## src/rtl/game_pkg.sv

```systemverilog
// Shared game types: symbol codes, name length, entry-FSM states and the
// alphabet stepping rule.
package game_pkg;

  typedef logic [5:0] sym_t;

  localparam sym_t SYM_A     = 6'd10;
  localparam sym_t SYM_Z     = 6'd35;
  localparam sym_t SYM_SPACE = 6'd36;
  localparam int   NAME_LEN  = 5;

  // Button lane order inside name_entry
  localparam int BTN_UP   = 0;
  localparam int BTN_DOWN = 1;
  localparam int BTN_NEXT = 2;
  localparam int BTN_BACK = 3;
  localparam int NUM_BTN  = 4;

  typedef enum logic [1:0] {IDLE, EDIT, DONE} state_t;

  // Walk A..Z, SPACE cyclically; never leaves 10..36.
  function automatic sym_t sym_step(input sym_t s, input logic up);
    if (up) return (s == SYM_SPACE) ? SYM_A : s + 6'd1;
    return (s == SYM_A) ? SYM_SPACE : s - 6'd1;
  endfunction

endpackage

```

## src/rtl/btn_cond.sv

```systemverilog
// Raw push-button conditioner: 2-flop sync, rising-edge one-shot and optional
// hold-to-repeat. evt is registered, so a press shows up two edges after sampling.
module btn_cond #(
  parameter bit REPEAT_EN     = 1'b0,
  parameter int REPEAT_DELAY  = 25_000_000,
  parameter int REPEAT_PERIOD = 5_000_000
) (
  input  logic clk,
  input  logic reset,
  input  logic raw,
  output logic evt
);

  // [0],[1] synchroniser, [2] previous synced level for edge detect
  logic [2:0] sync_pipe;
  logic       rep;

  always_ff @(posedge clk or posedge reset) begin
    if (reset) begin
      sync_pipe <= '0;
      evt       <= 1'b0;
    end else begin
      sync_pipe <= {sync_pipe[1:0], raw};
      evt       <= (sync_pipe[1] & ~sync_pipe[2]) | rep;
    end
  end

  generate
    if (REPEAT_EN) begin : g_rep
      localparam int             CW     = $clog2(REPEAT_DELAY + 1);
      localparam logic [CW-1:0] DLY    = CW'(REPEAT_DELAY);
      // Reloading below DLY makes the counter hit DLY again every PERIOD
      // cycles without ever exceeding DLY, so it cannot wrap.
      localparam logic [CW-1:0] RELOAD = CW'(REPEAT_DELAY - REPEAT_PERIOD + 1);
      logic [CW-1:0] cnt;

      always_ff @(posedge clk or posedge reset) begin
        if (reset)                 cnt <= '0;
        else if (!sync_pipe[1])    cnt <= '0;
        else if (cnt == DLY)       cnt <= RELOAD;
        else                       cnt <= cnt + 1'b1;
      end

      // Gate with the level so a release on the terminal count stays silent
      assign rep = sync_pipe[1] && (cnt == DLY);
    end else begin : g_norep
      assign rep = 1'b0;
    end
  endgenerate

endmodule

```

## src/rtl/name_entry.sv

```systemverilog
// High-score name entry: five-slot symbol editor driven by push buttons,
// armed by enable's rising edge, handing off through saveDone.
module name_entry
  import game_pkg::*;
#(
  parameter int REPEAT_DELAY  = 25_000_000,
  parameter int REPEAT_PERIOD = 5_000_000
) (
  input  logic       clk,
  input  logic       reset,
  input  logic       enable,
  input  logic       btnUp,
  input  logic       btnDown,
  input  logic       btnNext,
  input  logic       btnBack,
  output logic [5:0] letter1,
  output logic [5:0] letter2,
  output logic [5:0] letter3,
  output logic [5:0] letter4,
  output logic [5:0] letter5,
  output logic [2:0] cursor,
  output logic       editing,
  output logic       saveDone
);

  logic [NUM_BTN-1:0] raw, evt;
  assign raw = {btnBack, btnNext, btnDown, btnUp};

  // Only up/down auto-repeat
  for (genvar i = 0; i < NUM_BTN; i++) begin : g_btn
    btn_cond #(
      .REPEAT_EN     (i < 2),
      .REPEAT_DELAY  (REPEAT_DELAY),
      .REPEAT_PERIOD (REPEAT_PERIOD)
    ) u_btn (
      .clk   (clk),
      .reset (reset),
      .raw   (raw[i]),
      .evt   (evt[i])
    );
  end

  state_t                    state, state_n;
  logic [NAME_LEN-1:0][5:0]  letters, letters_n;
  logic [2:0]                cursor_n;
  logic                      en_d;

  always_ff @(posedge clk or posedge reset) begin
    if (reset) begin
      state   <= IDLE;
      letters <= {NAME_LEN{SYM_A}};
      cursor  <= '0;
      en_d    <= 1'b0;
    end else begin
      state   <= state_n;
      letters <= letters_n;
      cursor  <= cursor_n;
      en_d    <= enable;
    end
  end

  always_comb begin
    state_n   = state;
    letters_n = letters;
    cursor_n  = cursor;
    case (state)
      IDLE: begin
        if (enable && !en_d) begin
          letters_n = {NAME_LEN{SYM_A}};
          cursor_n  = '0;
          state_n   = EDIT;
        end
      end
      EDIT: begin
        if (!enable) begin
          state_n = IDLE;
        end else if (evt[BTN_NEXT]) begin
          if (cursor == 3'(NAME_LEN - 1)) state_n = DONE;
          else                            cursor_n = cursor + 3'd1;
        end else if (evt[BTN_BACK]) begin
          if (cursor != 3'd0) cursor_n = cursor - 3'd1;
        end else if (evt[BTN_UP] ^ evt[BTN_DOWN]) begin
          letters_n[cursor] = sym_step(letters[cursor], evt[BTN_UP]);
        end
      end
      DONE: begin
        if (!enable) state_n = IDLE;
      end
      default: state_n = IDLE;
    endcase
  end

  assign letter1  = letters[0];
  assign letter2  = letters[1];
  assign letter3  = letters[2];
  assign letter4  = letters[3];
  assign letter5  = letters[4];
  assign editing  = (state == EDIT);
  assign saveDone = (state == DONE);

endmodule

```

## config.mk

```make
export PLATFORM = sky130hd
export DESIGN_NAME = name_entry
export DESIGN_NICKNAME = d
export VERILOG_FILES = /design/src/rtl/game_pkg.sv /design/src/rtl/btn_cond.sv /design/src/rtl/name_entry.sv
export SDC_FILE = /design/constraint.sdc
export NUM_CORES = 1
export LEC_CHECK = 0
export CAP_MARGIN = 5
export CORE_ASPECT_RATIO = 0.6
export CORE_MARGIN = 2
export CORE_UTILIZATION = 30
export CTS_CLUSTER_SIZE = 16
export DETAILED_ROUTE_END_ITERATION = 16
export GPL_TIMING_DRIVEN = 0
export PLACE_DENSITY_LB_ADDON = 0.05
export SLEW_MARGIN = 25
export SYNTH_ARGS = -nofsm -noshare
export SYNTH_HDL_FRONTEND = slang
export SYNTH_HIERARCHICAL = 1
export SYNTH_SLANG_ARGS = --single-unit
```

## constraint.sdc

```tcl
create_clock -name clk -period 3.7 [get_ports clk]
set_clock_uncertainty 0.15 [all_clocks]
set_input_delay 1.11 -clock clk [delete_from_list [all_inputs] [get_ports clk]]
set_output_delay 1.11 -clock clk [all_outputs]
set_load 0.02 [all_outputs]
```

# Word level (Yosys, flattened, before mapping)
# Index checks and enable logic that the tools add are counted.
[classes]
multipliers = 0
n_reduce_logical = 11
mux = 43
eq_ne = 18
n_lt_le_gt_ge = 2
bitwise = 11
shifts = 0
n_addsub = 6
div_mod_pow = 0
[ops]
columns = ["operator", "n"]
rows = [
  ["2-to-1 mux 30 bit", 5],
  ["2-to-1 mux 25 bit", 4],
  ["2-to-1 mux 6 bit", 11],
  ["case mux 30 bit (2 select lines)", 1],
  ["adder 25 x 1 -> 25 bit, second input constant", 2],
  ["equality test 25 bit, second input constant", 2],
  ["bitwise mux 30 bit", 1],
  ["binary-select mux 6 bit (select 3 bit)", 1],
  ["demux 6 bit (select 3 bit)", 1],
  ["2-to-1 mux 3 bit", 6],
  ["AND reduction 6 bit", 2],
  ["2-to-1 mux 2 bit", 5],
  ["!= test 2 bit, second input constant", 5],
  ["adder 6 x 1 -> 6 bit, second input constant", 1],
  ["equality test 6 x 4 -> 1 bit, second input constant", 1],
  ["equality test 6 bit, second input constant", 1],
  ["2-to-1 mux 1 bit", 6],
  ["!= test 3 x 1 -> 1 bit, second input constant", 2],
  ["!= test 3 x 2 -> 1 bit, second input constant", 2],
  ["case mux 2 bit (3 select lines)", 1],
  ["case mux 3 bit (2 select lines)", 1],
  ["subtractor 6 x 1 -> 6 bit, second input constant", 1],
  ["AND 1 bit", 4],
  ["logical AND 1 bit", 4],
  ["17 further kinds", 21],
]
[word_totals]
inputBits = 7
register_bits = 102
rom_bits = 0
mem_count = 0
latchBits = 0
ram_bits = 0

# Depth between registers and ports, before layout
# Gate-level depths: netlist (run 1).
[logic_depth]
word_depth = 18
mapped_depth = 13
ltp_nobuf = 10

# By module
# The synthesis (run 1) kept the hierarchy.
[modules_own_cells]
columns = ["module", "cells_each", "instances", "area_each_um2", "seq_area_each_um2"]
rows = [
  ["btn_cond (g_btn[0].u_btn ...)", 152, 2, 1461.4, 725.7],
  ["name_entry", 294, 1, 2700.1, 913.4],
  ["btn_cond (g_btn[2].u_btn ...)", 6, 2, 117.6, 100.1],
]

# Worst setup path after synthesis (run 1)
# OpenSTA, ideal clock, no wires.
[synth_timing]
kind = "register -> register"
start = "reg cursor[2]"
end = "reg letters (netlist bit letter1[3])"
setup_slack_ns = 0.857
path_stages_with_launch = 11
arrival_ns = 2.598
required_time_ns = 3.456
period_less_slack_ns = 2.843
cell_sequence = "dfrtp_1 -> buf_6 -> mux2_2 -> a22oi_1 -> and2_1 -> ha_1 -> o311ai_0 -> a211oi_2 -> a22o_2 -> o22ai_1 -> a311oi_1"
[synth_via]
elab_chain_len = 17
[synth_lines]
columns = ["item", "line_no", "rtl"]
rows = [
  ["start, declared", "name_entry.sv:21", "output logic [2:0] cursor,"],
  ["start signal, assigned", "name_entry.sv:57", "cursor <= cursor_n;"],
  ["binary-select mux 6 bit (select 3 bit)", "name_entry.sv:83", "letters_n[cursor] = sym_step(letters[cursor], evt[BTN_UP]);"],
  ["2-to-1 mux 6 bit (implied by the code)", "name_entry.sv:83", ""],
  ["adder 6 x 1 -> 6 bit or equality test 6 bit (tied branches)", "game_pkg.sv:23", "if (up) return (s == SYM_SPACE) ? SYM_A : s + 6'd1;"],
  ["2-to-1 mux 6 bit (2 in a row)", "game_pkg.sv:23", ""],
  ["2-to-1 mux 6 bit", "game_pkg.sv:24", "return (s == SYM_A) ? SYM_SPACE : s - 6'd1;"],
  ["2-to-1 mux 6 bit", "name_entry.sv:82", "end else if (evt[BTN_UP] ^ evt[BTN_DOWN]) begin"],
  ["2-to-1 mux 6 bit", "name_entry.sv:80", "end else if (evt[BTN_BACK]) begin"],
  ["2-to-1 mux 6 bit", "name_entry.sv:77", "end else if (evt[BTN_NEXT]) begin"],
  ["2-to-1 mux 6 bit", "name_entry.sv:75", "if (!enable) begin"],
  ["2-to-1 mux 6 bit", "name_entry.sv:66", "case (state)"],
  ["bitwise mux 30 bit (*)", "name_entry.sv:83", ""],
  ["2-to-1 mux 30 bit (*)", "name_entry.sv:82", ""],
  ["2-to-1 mux 30 bit (*)", "name_entry.sv:80", ""],
  ["2-to-1 mux 30 bit (*)", "name_entry.sv:77", ""],
  ["2-to-1 mux 30 bit (*)", "name_entry.sv:75", ""],
  ["case mux 30 bit (2 select lines) (*)", "name_entry.sv:66", ""],
  ["end signal, assigned", "name_entry.sv:51", "letters <= {NAME_LEN{SYM_A}};"],
  ["end signal, assigned", "name_entry.sv:56", "letters <= letters_n;"],
  ["end, declared", "name_entry.sv:44", "logic [NAME_LEN-1:0][5:0] letters, letters_n;"],
]
# Mark *: on every way between the ends. The rest lies on a longest branch, timed or not. The select of a mux whose other input is x is not followed.
# A chain may end at the register's enable or synchronous reset.

# Final worst setup path (run 1)
[layout_timing]
start = "reg cursor[2]"
end = "reg letters (netlist bit letter3[2])"
# Same word-level chain as after synthesis.

==> results.json, run 1 <==
{
  "avgViaCountPerCell": 5.37,
  "critical_path.top_delay_family": "compound AO/OA/AOI/OAI gates",
  "drcViolationCount": 0,
  "detailedRoute.firstIterationViolations": 486,
  "post_layout_nets": 680,
  "worst-slew-pin-transition_ns": 1.05,
  "seq_area_frac_synth_pct": 43.8,
  "route.detailed.wl_per_inst_um": 19.0,
  "netlist_top_cells_area": "dfrtp_1 (39%), dfstp_2 (4.5%), a21oi_1 (3.4%)",
  "starting_density_of_the_core_pct": 30.7,
  "hold_violations": 0,
  "dp_hpwl_um": 13700,
  "post-route-util_pct": 36.5,
  "netlist_instances": 610,
  "grt_pass1_vias": 4717,
  "grt_start_max_net_pins": 30,
  "drv_cap": 0,
  "synth_most_common_cell": "dfrtp_1",
  "io_buffers": 41,
  "fp.dieH_um": 112,
  "kind_of_launch_point_of_the_worst_setup_path": "register",
  "track_usage_pct": 17.9,
  "cts.sinks": 102,
  "critical-path-slowest-cell": "dfrtp_1",
  "cp_data_arrival_time_ns": 3.54,
  "synth_top_cell_by_area": "dfrtp_1",
  "power.combinational.fraction_pct": 28.6,
  "die_area_mm2": 0.0207,
  "synthesis.nets": 626,
  "setup_viol_count_final": 0,
  "swShare_pct": 35.9,
  "yosys-top-cells-count": "dfrtp_1 (92), nor2_1 (50), nand2_1 (48), a21oi_1 (40), nand3_1 (32)",
  "pre_cts_setup_slack_ns": -0.0393,
  "ff_latch_area_mm2": 0.00256,
  "power_switching_w": 0.00110,
  "floorplan.io_pins": 42,
  "final_layout_size_suffix_gt1_share_pct": 16.7,
  "layout_min_cycle_time_ns": 3.39,
  "yosys_warnings": 6,
  "numCtsBuffers": 9,
  "syn-cell-area_mm2": 0.00586,
  "clockBufferDepth": 2,
  "max_clock_freq_mhz": 295,
  "finalWeightedCongestion": 0.917,
  "detail_route.first_pass.iterations": 5,
  "core_area_mm2": 0.0191,
  "max-vdd-ir-drop_v": 0.000203,
  "antennaDiodeCount": 0,
  "grt_first_pass_wirelength_um": 28200,
  "initial_antenna_violation_count": 0,
  "fillerInstances": 1915,
  "worstPathCellList": "buf_6 > mux2_2 > a22oi_1 > and2_1 > inv_2 > ha_1 > inv_1 > a211oi_1 > a31o_1 > a311oi_2 > a22o_1",
  "worst_skew_late_latency_ns": 0.36,
  "power_frac_seq_pct": 39.4,
  "cellPowerDensity_mw_per_mm2": 440,
  "yosysUniqueCellTypes": 86,
  "multi_input_comb_area_mm2": 0.00303,
  "final_max_slew_viol_count": 0,
  "clock_power_share_pct": 31.9,
  "period_share_pct": 91.7,
  "cp-end-kind": "register",
  "cp.buffers_inverters": 3,
  "grt.overflow.total": 0,
  "cpPeakStageDelay_ns": 0.57,
  "path_class": "register to register",
  "rows": 39,
  "clk_pin_slew_ns": 0.08,
  "slew_headroom_pct": 29.4,
  "rsz0062_at_grt": "false",
  "synth_edf_count": 0,
  "clock_tree_from_tritoncts": "done",
  "floorplan.die.width_um": 184,
  "run_status": "finished, final reports clean",
  "hold_class": "register to register",
  "finalWorstSetupSlack_ns": 0.307,
  "critPathRequiredTime_ns": 3.84,
  "critical_path_peak_fanout": 10,
  "power.static_leakage_nw": 2.66,
  "internal-power_w": 0.00196,
  "count_of_state_elements_after_synthesis": 102,
  "cts.htree.levels": 3,
  "synth_largest_type_area_fraction_pct": 39.3,
  "dr_total_vias": 5020,
  "clock_tree.root_cell": "clkbuf_16",
  "antenna_left": 0,
  "avgSynthCellArea_um2": 9.60,
  "ys_dominant_reg_cell": "dfrtp_1",
  "areaGrowthSynthToFinish_pct": 18.8,
  "routed_wl_um": 17800,
  "synth-async-reset-ratio_pct": 100
}
==> layout make-up <==
class	instances	area share (%)
Sequential cell	102	36.9
Clock buffer	10	3.44
Multi-Input combinational cell	453	43.6
Clock inverter	6	0.917
Inverter	27	1.46
Buffer	28	2.63
Tap cell	266	4.78
Timing Repair Buffer	43	6.29
==> cell usage in the layout, fill, tap and decap left out, drive strengths merged, types with 21 or more instances in the layout <==
cell type	count
clkbuf	21
inv	28
o21ai	25
a21oi	41
clkdlybuf4s50	41
nand4	25
nand3	32
xnor2	21
dfrtp	92
nor2	52
nand2	50
==> worst paths after layout <==
kind                       slack (ns)                      endpoint  cells after the start                         from
max                              0.31                    letter3[2]                     11                    cursor[2]
min                              0.20   g_btn[3].u_btn/sync_pipe[1]                      0  g_btn[3].u_btn/sync_pipe[0]
max reg2reg                      0.31                    letter3[2]                     11                    cursor[2]
min reg2reg                      0.20   g_btn[3].u_btn/sync_pipe[1]                      0  g_btn[3].u_btn/sync_pipe[0]
max in group asynchronous        1.75  g_btn[1].u_btn/g_rep.cnt[14]                      2                        reset
min in group asynchronous        0.99   g_btn[3].u_btn/sync_pipe[1]                      2                        reset
==> sequential cells by signal, summed over array words and instances, names as in the netlist, 4 cells and up <==
name and cells:
letter1 6, letter2 6, letter3 6, letter5 6, letter4 6, g_btn.u_btn/evt 4
g_btn.u_btn/sync_pipe 12, g_btn.u_btn/g_rep.cnt 50
==> metrics by stage <==
stage	std cells	power (W)	hold WS (ns)	setup TNS (ns)	instance area [µm²]
floorplan	610	0.00180	0.181	0	5860
global placement	917	0.00209	0.182	-0.282	6600
detailed placement	918	0.00209	0.187	-0.0393	6630
CTS	934	0.00309	0.205	0	6940
global route	935	0.00322	0.214	0	6960
finish	935	0.00306	0.201	0	6960
==> what timing repair did <==
action	4_1_cts	5_1_grt
endpoints found under the setup margin	0	19
hold buffers	0	0
setup buffers	0	1
hold endpoints to repair	0	0
resized for setup	0	2
==> routing by layer <==
metal	GRT usage [%]	up-vias	wire length (µm)
met2	23.6	138	6980
met1	28.8	2507	9600
met5	0	-	0
li1	-	2359	-
met4	4.69	0	202
met3	3.76	16	1030
==> power groups by stage <==
stage | sequential (W) | clock (W) | combinational (W)
after detailed placement | 0.00123 | 0 | 0.000856
after floorplan | 0.00124 | 0 | 0.000558
final | 0.00121 | 0.000978 | 0.000876
after CTS | 0.00121 | 0.00102 | 0.000859
after global placement | 0.00123 | 0 | 0.000859
after global routing | 0.00122 | 0.00106 | 0.000950
==> worst register-to-register path, delay by kind of cell (launching register included) <==
kind / cells / cell delay (ns)
flip-flops: 1 / 0.57
adder cells (fa/ha/maj): 1 / 0.20
multiplexers: 1 / 0.36
buffers and inverters: 3 / 0.44
AO/OA/AOI/OAI: 5 / 1.27
AND/OR/NAND/NOR: 1 / 0.34
==> cells by family (layout without fill, tap and decap cells) <==
group,after synthesis,in the layout,share of synthesized area (%)
muxes,12,12,2.24
AOI/OAI and AO/OA,137,137,16.7
and+or+nand+nor,264,264,25.8
buffers and inverters,55,114,4.85
adders and majority gates,9,9,2.05
xor gates and xnor gates,31,31,4.63
DFF,102,102,43.8
Note: power is estimated with default switching activity, not from simulation.
==> run 2, diff against run 1 <==
--- a/config.mk
+++ b/config.mk
@@ -13,6 +13,7 @@
 export DETAILED_ROUTE_END_ITERATION = 16
 export GPL_TIMING_DRIVEN = 0
 export PLACE_DENSITY_LB_ADDON = 0.05
+export SKIP_CTS_REPAIR_TIMING = 1
 export SLEW_MARGIN = 25
 export SYNTH_ARGS = -nofsm -noshare
 export SYNTH_HDL_FRONTEND = slang
==> results of run 2 <==
Same layout as run 1: the final DEF is identical, and so are final timing and power.
